--- src/rtl/fir_mre_monitor_pkg.sv ---
`default_nettype none
// ============================================================================
// Module   : mre_pkg
// Brief    : Shared types and widths for the FIR mean-relative-error monitor.
// Revision : 1.0
// ============================================================================
package mre_pkg;

    localparam int DATA_W = 16;
    localparam int ERR_W  = 17;

    typedef enum logic [1:0] {
        ACCEPT = 2'd0,
        DIV    = 2'd1,
        ACC    = 2'd2,
        FULL   = 2'd3
    } mre_state_t;

endpackage
`default_nettype wire

--- src/rtl/fir_mre_monitor_if.sv ---
`default_nettype none
// ============================================================================
// Module   : fir_mre_monitor_if
// Brief    : Sample-pair valid/ready handshake from the FIR pair to the monitor.
// Revision : 1.0
// ============================================================================
interface fir_mre_monitor_if;

    logic                                in_valid;
    logic                                in_ready;
    logic signed [mre_pkg::DATA_W-1:0]   y_apx;
    logic signed [mre_pkg::DATA_W-1:0]   y_ref;

    modport master (
        output in_valid,
        output y_apx,
        output y_ref,
        input  in_ready
    );

    modport slave (
        input  in_valid,
        input  y_apx,
        input  y_ref,
        output in_ready
    );

endinterface
`default_nettype wire

--- src/rtl/fir_mre_monitor_udiv.sv ---
`default_nettype none
// ============================================================================
// Module   : udiv_restoring_seq
// Brief    : Restoring unsigned divider, one quotient bit per cycle, MSB first.
// Revision : 1.0
// ============================================================================
module udiv_restoring_seq #(
    parameter int NUM_W = 25,
    parameter int DEN_W = 16
) (
    input  wire logic             clk,
    input  wire logic             rstN,
    input  wire logic             abort,
    input  wire logic             load,
    input  wire logic [NUM_W-1:0] num,
    input  wire logic [DEN_W-1:0] den,
    output logic                  busy,
    output logic                  q_valid,
    output logic [NUM_W-1:0]      q
);

    localparam int STEP_W = $clog2(NUM_W + 1);

    logic [NUM_W-1:0]  r_quo;
    logic [DEN_W-1:0]  r_rem;
    logic [DEN_W-1:0]  r_den;
    logic [STEP_W-1:0] r_step;

    logic [DEN_W:0]    w_rem_sh;
    logic [DEN_W:0]    w_sub;
    logic              w_ge;
    logic [DEN_W-1:0]  w_rem_nxt;
    logic [NUM_W-1:0]  w_quo_nxt;

    // The remainder stays below den, so the shifted value never needs more than DEN_W+1 bits.
    assign w_rem_sh  = {r_rem, r_quo[NUM_W-1]};
    assign w_sub     = w_rem_sh - {1'b0, r_den};
    assign w_ge      = (w_rem_sh >= {1'b0, r_den});
    assign w_rem_nxt = w_ge ? w_sub[DEN_W-1:0] : w_rem_sh[DEN_W-1:0];
    assign w_quo_nxt = {r_quo[NUM_W-2:0], w_ge};

    assign busy    = (r_step != '0);
    assign q_valid = (r_step == STEP_W'(1));
    // On the final step the quotient is forwarded so it is usable in the strobe cycle.
    assign q       = q_valid ? w_quo_nxt : r_quo;

    always_ff @(posedge clk or negedge rstN) begin
        if (!rstN) begin
            r_quo  <= '0;
            r_rem  <= '0;
            r_den  <= '0;
            r_step <= '0;
        end else if (abort) begin
            r_quo  <= '0;
            r_rem  <= '0;
            r_den  <= '0;
            r_step <= '0;
        end else if (load) begin
            r_quo  <= num;
            r_rem  <= '0;
            r_den  <= den;
            r_step <= STEP_W'(NUM_W);
        end else if (busy) begin
            r_quo  <= w_quo_nxt;
            r_rem  <= w_rem_nxt;
            r_step <= r_step - STEP_W'(1);
        end
    end

endmodule
`default_nettype wire

--- src/rtl/fir_mre_monitor.sv ---
`default_nettype none
// ============================================================================
// Module   : fir_mre_monitor
// Brief    : Windowed relative-error accumulator for the approximate-adder FIR.
// Revision : 1.0
// ============================================================================
module fir_mre_monitor
    import mre_pkg::*;
#(
    parameter int WINDOW = 256,
    parameter int FRAC   = 8,
    parameter int ACC_W  = 32
) (
    input  wire logic        clk,
    input  wire logic        rstN,
    input  wire logic        start,
    fir_mre_monitor_if.slave bus,
    output logic [ACC_W-1:0] sum_rel,
    output logic [15:0]      n_used,
    output logic [15:0]      n_zero,
    output logic             busy,
    output logic             done
);

    localparam int               Q_W       = ERR_W + FRAC;
    localparam int               SUM_W     = ((ACC_W > Q_W) ? ACC_W : Q_W) + 1;
    localparam logic [15:0]      c_window  = 16'(WINDOW);
    localparam logic [SUM_W-1:0] c_acc_max = (SUM_W'(1) << ACC_W) - SUM_W'(1);

    mre_state_t        r_state;
    logic [ACC_W-1:0]  r_sum;
    logic [15:0]       r_used;
    logic [15:0]       r_zero;
    logic [15:0]       r_cnt;
    logic              r_done;
    logic [Q_W-1:0]    r_q;

    logic              w_xfer;
    logic              w_ref_zero;
    logic              w_load;
    logic [ERR_W-1:0]  w_diff;
    logic [ERR_W-1:0]  w_err;
    logic [DATA_W-1:0] w_den;
    logic [Q_W-1:0]    w_num;
    logic [15:0]       w_cnt_nxt;
    logic              w_win_hit;
    logic [SUM_W-1:0]  w_sum_ext;
    logic [ACC_W-1:0]  w_sum_nxt;
    logic              w_div_busy;
    logic              w_div_q_valid;
    logic [Q_W-1:0]    w_div_q;

    assign bus.in_ready = (r_state == ACCEPT) & ~start;
    assign w_xfer       = bus.in_valid & bus.in_ready;
    assign w_ref_zero   = (bus.y_ref == '0);
    assign w_load       = w_xfer & ~w_ref_zero;

    // 17-bit difference cannot overflow; |-32768| lands on 0x8000 as an unsigned denominator.
    assign w_diff = {bus.y_apx[DATA_W-1], bus.y_apx} - {bus.y_ref[DATA_W-1], bus.y_ref};
    assign w_err  = w_diff[ERR_W-1] ? (-w_diff) : w_diff;
    assign w_den  = bus.y_ref[DATA_W-1] ? DATA_W'(-bus.y_ref) : DATA_W'(bus.y_ref);
    assign w_num  = Q_W'(w_err) << FRAC;

    assign w_cnt_nxt = r_cnt + 16'd1;
    assign w_win_hit = (w_cnt_nxt == c_window);

    assign w_sum_ext = SUM_W'(r_sum) + SUM_W'(r_q);
    assign w_sum_nxt = (w_sum_ext > c_acc_max) ? '1 : w_sum_ext[ACC_W-1:0];

    udiv_restoring_seq #(
        .NUM_W (Q_W),
        .DEN_W (DATA_W)
    ) u_div (
        .clk     (clk),
        .rstN    (rstN),
        .abort   (start),
        .load    (w_load),
        .num     (w_num),
        .den     (w_den),
        .busy    (w_div_busy),
        .q_valid (w_div_q_valid),
        .q       (w_div_q)
    );

    always_ff @(posedge clk or negedge rstN) begin
        if (!rstN) begin
            r_state <= ACCEPT;
            r_sum   <= '0;
            r_used  <= '0;
            r_zero  <= '0;
            r_cnt   <= '0;
            r_done  <= 1'b0;
            r_q     <= '0;
        end else if (start) begin
            r_state <= ACCEPT;
            r_sum   <= '0;
            r_used  <= '0;
            r_zero  <= '0;
            r_cnt   <= '0;
            r_done  <= 1'b0;
            r_q     <= '0;
        end else begin
            r_done <= 1'b0;
            case (r_state)
                ACCEPT: begin
                    if (w_xfer) begin
                        if (w_ref_zero) begin
                            r_zero <= r_zero + 16'd1;
                            r_cnt  <= w_cnt_nxt;
                            if (w_win_hit) begin
                                r_state <= FULL;
                                r_done  <= 1'b1;
                            end
                        end else begin
                            r_state <= DIV;
                        end
                    end
                end
                DIV: begin
                    if (w_div_q_valid) begin
                        r_q     <= w_div_q;
                        r_state <= ACC;
                    end
                end
                ACC: begin
                    r_sum  <= w_sum_nxt;
                    r_used <= r_used + 16'd1;
                    r_cnt  <= w_cnt_nxt;
                    if (w_win_hit) begin
                        r_state <= FULL;
                        r_done  <= 1'b1;
                    end else begin
                        r_state <= ACCEPT;
                    end
                end
                FULL: begin
                    r_state <= FULL;
                end
                default: begin
                    r_state <= ACCEPT;
                end
            endcase
        end
    end

    assign sum_rel = r_sum;
    assign n_used  = r_used;
    assign n_zero  = r_zero;
    // The divider is only active while in DIV, so this matches state DIV or ACC.
    assign busy    = w_div_busy | (r_state == ACC);
    assign done    = r_done;

endmodule
`default_nettype wire
--- src/flat_wrapper.sv ---
// flat-port wrapper written by rule: the top's interface ports become plain ports
module fir_mre_monitor_flat import mre_pkg::*;
#(
    parameter int WINDOW = 256,
    parameter int FRAC   = 8,
    parameter int ACC_W  = 32
)
  (clk, rstN, start, sum_rel, n_used, n_zero, busy, done, bus_in_valid, bus_y_apx, bus_y_ref, bus_in_ready);
  fir_mre_monitor_if bus_i ();
  input  wire logic clk;
  input  wire logic rstN;
  input  wire logic start;
  output logic [ACC_W-1:0] sum_rel;
  output logic [15:0] n_used;
  output logic [15:0] n_zero;
  output logic busy;
  output logic done;
  input wire logic [$bits(bus_i.in_valid)-1:0] bus_in_valid;
  input wire logic [$bits(bus_i.y_apx)-1:0] bus_y_apx;
  input wire logic [$bits(bus_i.y_ref)-1:0] bus_y_ref;
  output wire logic [$bits(bus_i.in_ready)-1:0] bus_in_ready;
  assign bus_i.in_valid = bus_in_valid;
  assign bus_i.y_apx = bus_y_apx;
  assign bus_i.y_ref = bus_y_ref;
  assign bus_in_ready = bus_i.in_ready;
  fir_mre_monitor #(.WINDOW(WINDOW), .FRAC(FRAC), .ACC_W(ACC_W)) u_core (.clk(clk), .rstN(rstN), .start(start), .bus(bus_i), .sum_rel(sum_rel), .n_used(n_used), .n_zero(n_zero), .busy(busy), .done(done));
endmodule
--- config.mk ---
export PLATFORM = sky130hd
export DESIGN_NAME = fir_mre_monitor_flat
export DESIGN_NICKNAME = d
export VERILOG_FILES = /design/src/rtl/fir_mre_monitor_pkg.sv /design/src/rtl/fir_mre_monitor_if.sv /design/src/rtl/fir_mre_monitor_udiv.sv /design/src/rtl/fir_mre_monitor.sv /design/src/flat_wrapper.sv
export SDC_FILE = /design/constraint.sdc
export NUM_CORES = 1
export LEC_CHECK = 0
export BUFFER_PORTS_ARGS = -buffer_cell sky130_fd_sc_hd__buf_2
export CAP_MARGIN = 20
export CORE_MARGIN = 2
export CORE_UTILIZATION = 30
export DETAILED_ROUTE_END_ITERATION = 10
export GPL_TIMING_DRIVEN = 1
export PLACE_DENSITY = 0.57
export RECOVER_POWER = 100
export SYNTH_ARGS = -nofsm -noshare
export SYNTH_HDL_FRONTEND = slang
export SYNTH_SLANG_ARGS = --single-unit
--- constraint.sdc ---
create_clock -name clk -period 3.99 [get_ports clk]
set_clock_uncertainty 0.15 [all_clocks]
set_input_delay 0.5985 -clock clk [delete_from_list [all_inputs] [get_ports clk]]
set_output_delay 0.5985 -clock clk [all_outputs]
set_load 0.05 [all_outputs]
-- Yosys cells after proc, flatten, opt, wreduce, memory -nomap -nowiden
Cells that the tools add are included.
- register bits: 170
- bitwise logic cells: 6
- muxes and demuxes: 42
- $add $sub $neg: 9
- equal/unequal tests: 9
- reductions and logical operators: 16
- order comparisons: 2
- operators with widths (kind ; number):
    two-way mux 16 bit ; 16
    two-way mux 25 bit ; 6
    two-way mux 32 bit ; 3
    adder 16 x 1 -> 16 bit (second input constant) ; 3
    adder 32 x 25 -> 33 bit ; 1
    greater-than comparator 33 x 32 -> 1 bit (second input constant) ; 1
    case mux 16 bit (2 select lines) ; 1
    >= comparator 17 x 16 -> 1 bit ; 1
    two-way mux 17 bit ; 1
    negator 17 bit ; 1
    subtractor 16 x 16 -> 17 bit ; 1
    equality test 16 x 9 -> 1 bit (second input constant) ; 1
    logical NOT 16 bit ; 1
    negator 16 bit ; 1
    subtractor 16 bit ; 1
    two-way mux 5 bit ; 3
    nonzero test 2 bit ; 7
    two-way mux 2 bit ; 6
    AND reduction 3 bit ; 3
    case mux 2 bit (4 select lines) ; 1
    inequality test 3 x 2 -> 1 bit (second input constant) ; 2
    nonzero test 3 bit ; 2
    equality test 5 x 1 -> 1 bit (second input constant) ; 1
    nonzero test 5 bit ; 1
    12 further kinds ; 19

-- Logic depth before layout (Yosys ltp)
- depth after elaboration: 7
- depth in mapped cells: 15
- gate-level depth less buffers: 13

-- Hierarchy
A second synthesis with hierarchy kept.
- cell total of the unflattened synthesis: 1456
- area, all modules: 12107.9 sq um
- by module, submodules not included (module ; sequential area each (sq um) ; instances ; area each (sq um) ; cells each):
    fir_mre_monitor ; 2702.6 ; 1 ; 7947.6 ; 966
    udiv_restoring_seq ; 1551.5 ; 1 ; 4160.2 ; 490

-- Worst setup path before layout
No wires, ideal clock.
- kind: register to register
- from: reg u_core.r_sum[0], in the netlist u_core.sum_rel[0]
- to: reg u_core.r_sum[28], in the netlist u_core.sum_rel[28]
- arrival time: 3.148 ns
- setup slack: 0.593 ns
- path buffers: 0
- clock period less this slack: 3.397 ns
- data required time: 3.741 ns
- cell stages (with the launch flop): 13
- cells stage by stage: dfrtp_1 ha_1 inv_1 fa_1 nor2b_1 o21a_1 o21ai_0 a211oi_1 o211ai_1 a21o_1 a211oi_1 a31oi_1 a311oi_1
- word-level cells in the longest chain between the ends: 5
- RTL lines (what ; RTL line ; RTL):
    start: declaration ; fir_mre_monitor.sv:31 ; logic [ACC_W-1:0] r_sum;
    start signal: assignment ; fir_mre_monitor.sv:126 ; r_sum <= w_sum_nxt;
    adder 32 x 25 -> 33 bit * ; fir_mre_monitor.sv:67 ; assign w_sum_ext = SUM_W'(r_sum) + SUM_W'(r_q);
    greater-than comparator 33 x 32 -> 1 bit ; fir_mre_monitor.sv:68 ; assign w_sum_nxt = (w_sum_ext > c_acc_max) ? '1 : w_sum_ext[ACC_W-1:0];
    two-way mux 32 bit * ; fir_mre_monitor.sv:68 ;
    two-way mux 32 bit * ; fir_mre_monitor.sv:104 ; case (r_state)
    two-way mux 32 bit * ; fir_mre_monitor.sv:94 ; end else if (start) begin
Every way passes the cells marked *; elsewhere a longest branch is shown, timed or not. The select of a mux whose other input is x is not followed.
A chain may end at the register's enable or synchronous reset.

-- Worst setup path in the final report
- from: reg u_core.r_sum[0], in the netlist u_core.sum_rel[0]
- to: reg u_core.r_sum[23], in the netlist u_core.sum_rel[23]
Same word-level chain as after synthesis.

==> flow_summary_export.csv <==
group,metric,value,unit
status,status,"finished with violations",
status,violations,"max-capacitance violations, max-slew violations",
grt,grtUsageTotal,15.2,%
synthesis,syn-num-nets,1380,
synthesis,yosysUniqueCellTypes,80,
final_layout,syn2layout_area_growth,13.0,%
critical_path,critPathLaunchType,"register",
synthesis,synthXorXnorAreaFrac,8.39,%
final_layout,nNetsFinal,1462,
timing,rsz0062_at_grt,"no",
synthesis,synth_area_per_cell,8.76,um2
synthesis,synthArstFlopShare,100,%
synthesis,synth_top_area_cell,"dfrtp_1",
timing,slew_headroom,-69.7,%
synthesis,synth_seq_cells,170,
power,ir_drop,0.268,mV
critical_path,critical_path_class,"reg2reg",
synthesis,synth_top_family_by_area,"compound AO/OA/AOI/OAI gates",
cts,numCtsBuffers,17,
cts,root_buffer,"clkbuf_16",
cts,clk-insertion-delay-late,0.44,ns
critical_path,critPathArrivalTime,3.74,ns
final_layout,drive_above_1_share,7.23,%
hold_path,min_path_cells,3,
timing,timing.final.crit_period,3.55,ns
critical_path,end_kind,"register",
synthesis,synth_area,11200,um2
timing,worst_pin_slew,2.55,ns
routing,postRouteAntennaNets,0,
hold_path,hold_path_class,"in2reg",
place,port_buffers,102,
synthesis,synthAdderAreaFrac,7.93,%
timing,drv_slew,99,
routing,drc,0,
critical_path,crit_required,4.18,ns
grt,grt_pass1_vias,9010,
final_layout,fillers,3822,
cts,numClockSinks,170,
synthesis,synth_edf_count,0,
cts,clk_pin_slew,0.08,ns
timing,hold_viol,0,
synthesis,yosysWarnings,0,
timing,setup_viol,0,
floorplanning,die_y,197,um
job,maxCapViolations,1,
floorplanning,placeableCoreArea,36600,um2
cts,ctsHoldBuffers,0,
synthesis,synth_cells,1275,
synthesis,synth.top_cell.area_share,38.1,%
power,powerDensity,494,nW/um2
routing,via_per_inst,5.08,
floorplanning,start_util,30.5,%
final_layout,diodes,0,
grt,grt_pass1_wl,47.5,mm
routing,dr.pass1.iters,5,
routing,route.vias.total,9331,
final_layout,seqCellArea,4250,um2
floorplanning,die_w,197,um
synthesis,yosys.area_share.simple,19.8,%
routing,finalWirelength,28.7,mm
place,gp_congestion,0.870,
synthesis,synthTopCellsByArea,"dfrtp_1 38%, ha_1 7.4%, nand2_1 5.2%",
timing,setup_tns,0,ns
routing,drtIter0Drc,515,
synthesis,synth.area.mux_share,1.27,%
critical_path,reg2regPathDepth,13,
power,total_power,6.23,mW
place,place_area,12200,um2
cts,post-cts-setup-buffers,0,
floorplanning,dieArea,38800,um2
cts,cts.repair.resized,0,
cts,cts.path.max_buffers,2,
floorplanning,num_rows,70,
place,dp_hpwl,21.2,mm
grt,grt_max_degree,99,
final_layout,fin_area,12600,um2
critical_path,worst-path-max-fanout,6,
timing,fin_crit_sh,89.0,%
synthesis,ys_seq_area_share,38.1,%
floorplanning,ios,103,
timing,max_clock_freq,281,MHz
synthesis,synth_compound_area_share,20.2,%
grt,grt-ovfl-total,0,
final_layout,multi_input_area,6390,um2
routing,wl_per_cell,15.6,um
power,p_leak,5.44,nW
synthesis,synth-main-ff-cell,"dfrtp_1",
cts,cts_tree,"yes",
cts,h-tree-depth,4,
grt,antenna_found_initial,0,
-- flip-flops by register name (all words and copies together) (netlist names) --
name and cells:
u_core.done 1, u_core.n_used 16, u_core.n_zero 16, u_core.r_cnt 16
u_core.r_q 25, u_core.r_state 2, u_core.sum_rel 32, u_core.u_div.r_den 16
u_core.u_div.r_quo 25, u_core.u_div.r_rem 16, u_core.u_div.r_step 5
-- layer usage --
metal / up-vias / track usage [%] / routed length [um]
li1: 4717 / - / -
met1: 4435 / 22.6 / 15200
met2: 162 / 22.8 / 12300
met3: 17 / 2.31 / 971
met4: 0 / 3.79 / 283
met5: - / 0 / 0
-- metrics by stage --
stage	util (%)	setup slack (ns)	hold WS [ns]	instances
after floorplan	-	0.593	0.153	1275
after global placement	33.3	0.384	0.338	1806
after detailed placement	33.3	0.351	0.353	1806
after CTS	35.0	0.553	0.164	1838
after global routing	34.5	0.150	0.281	1838
final	34.5	0.437	0.281	1838
-- critical path, stage by stage (launching register included) --
cell and delay, ns:
dfrtp_1 0.39, ha_1 0.18, inv_1 0.06, fa_1 0.39
nor2b_1 0.12, o21a_1 0.13, o21ai_0 0.16, a211oi_1 0.43
o211ai_1 0.21, a21o_1 0.23, a211oi_1 0.23, clkbuf_1 0.30
nor2_1 0.20, a211oi_1 0.27
-- where the power goes --
| part | switching (mW) | internal [mW] | total, mW |
|---|---|---|---|
| logic | 1.49 | 0.833 | 2.33 |
| registers | 0.206 | 1.93 | 2.14 |
| clock network | 0.856 | 0.915 | 1.77 |
| total | 2.56 | 3.68 | 6.23 |
-- logic make-up after synthesis --
logic type | count (synthesis)
simple gates | 460
compound gates | 336
flops | 170
buf+inv | 119
xor+xnor | 107
fa+ha+maj | 69
mux | 14
-- final cells by class --
class	count	share of cell area, %
multi-input cells	986	50.6
inverters	64	1.90
repair buffers	118	4.12
clock inverters	15	1.62
well taps	468	4.64
flip-flops and latches	170	33.7
clock buffers	17	3.37
-- layout by cell type, fill, tap and decap left out, drive strengths merged, types with 7 or more instances in the layout --
| cell | count |
|---|---|
| a211oi | 38 |
| a21o | 25 |
| a21oi | 85 |
| a22o | 7 |
| a311oi | 22 |
| a31oi | 12 |
| and2 | 11 |
| and3 | 26 |
| buf | 41 |
| clkbuf | 94 |
| dfrtp | 170 |
| ha | 66 |
| inv | 71 |
| mux2i | 13 |
| nand2 | 154 |
| nand2b | 12 |
| nand3 | 33 |
| nand4 | 19 |
| nor2 | 134 |
| nor2b | 8 |
| nor3 | 20 |
| nor4 | 10 |
| o21a | 12 |
| o21ai | 70 |
| o21bai | 8 |
| o31ai | 8 |
| or3 | 20 |
| xnor2 | 60 |
| xor2 | 47 |
-- cells in the mapped netlist, types with 6 or more instances --
master	instances
nand3_1	30
buf_2	6
o21a_1	12
mux2i_1	13
a211oi_1	37
and2_1	11
nor2_1	134
a311oi_1	21
nand2_1	154
a22o_1	7
nand4_1	17
dfrtp_1	170
clkbuf_1	41
o21ai_0	64
o31ai_1	8
xnor2_1	60
a21o_1	25
a31oi_1	10
o21bai_1	8
nand2b_1	12
nor2b_1	8
a21oi_1	84
ha_1	66
and3_1	26
nor3_1	19
xor2_1	47
or3_1	19
inv_1	64
-- worst paths after layout --
kind	from	endpoint	slack, ns
setup / recovery	u_core.sum_rel[0]$_DFFE_PN0P_	u_core.sum_rel[23]$_DFFE_PN0P_	0.44
hold / removal	bus_y_ref[0]	u_core.u_div.r_den[0]$_DFFE_PN0P_	0.28
setup reg to reg	u_core.sum_rel[0]$_DFFE_PN0P_	u_core.sum_rel[23]$_DFFE_PN0P_	0.44
hold reg to reg	u_core.u_div.r_quo[0]$_DFFE_PN0P_	u_core.u_div.r_quo[0]$_DFFE_PN0P_	0.36
max in group asynchronous	rstN	u_core.n_zero[15]$_DFFE_PN0P_	0.92
min in group asynchronous	rstN	u_core.sum_rel[6]$_DFFE_PN0P_	0.75
No activity file was read; power rests on OpenSTA's default activity.
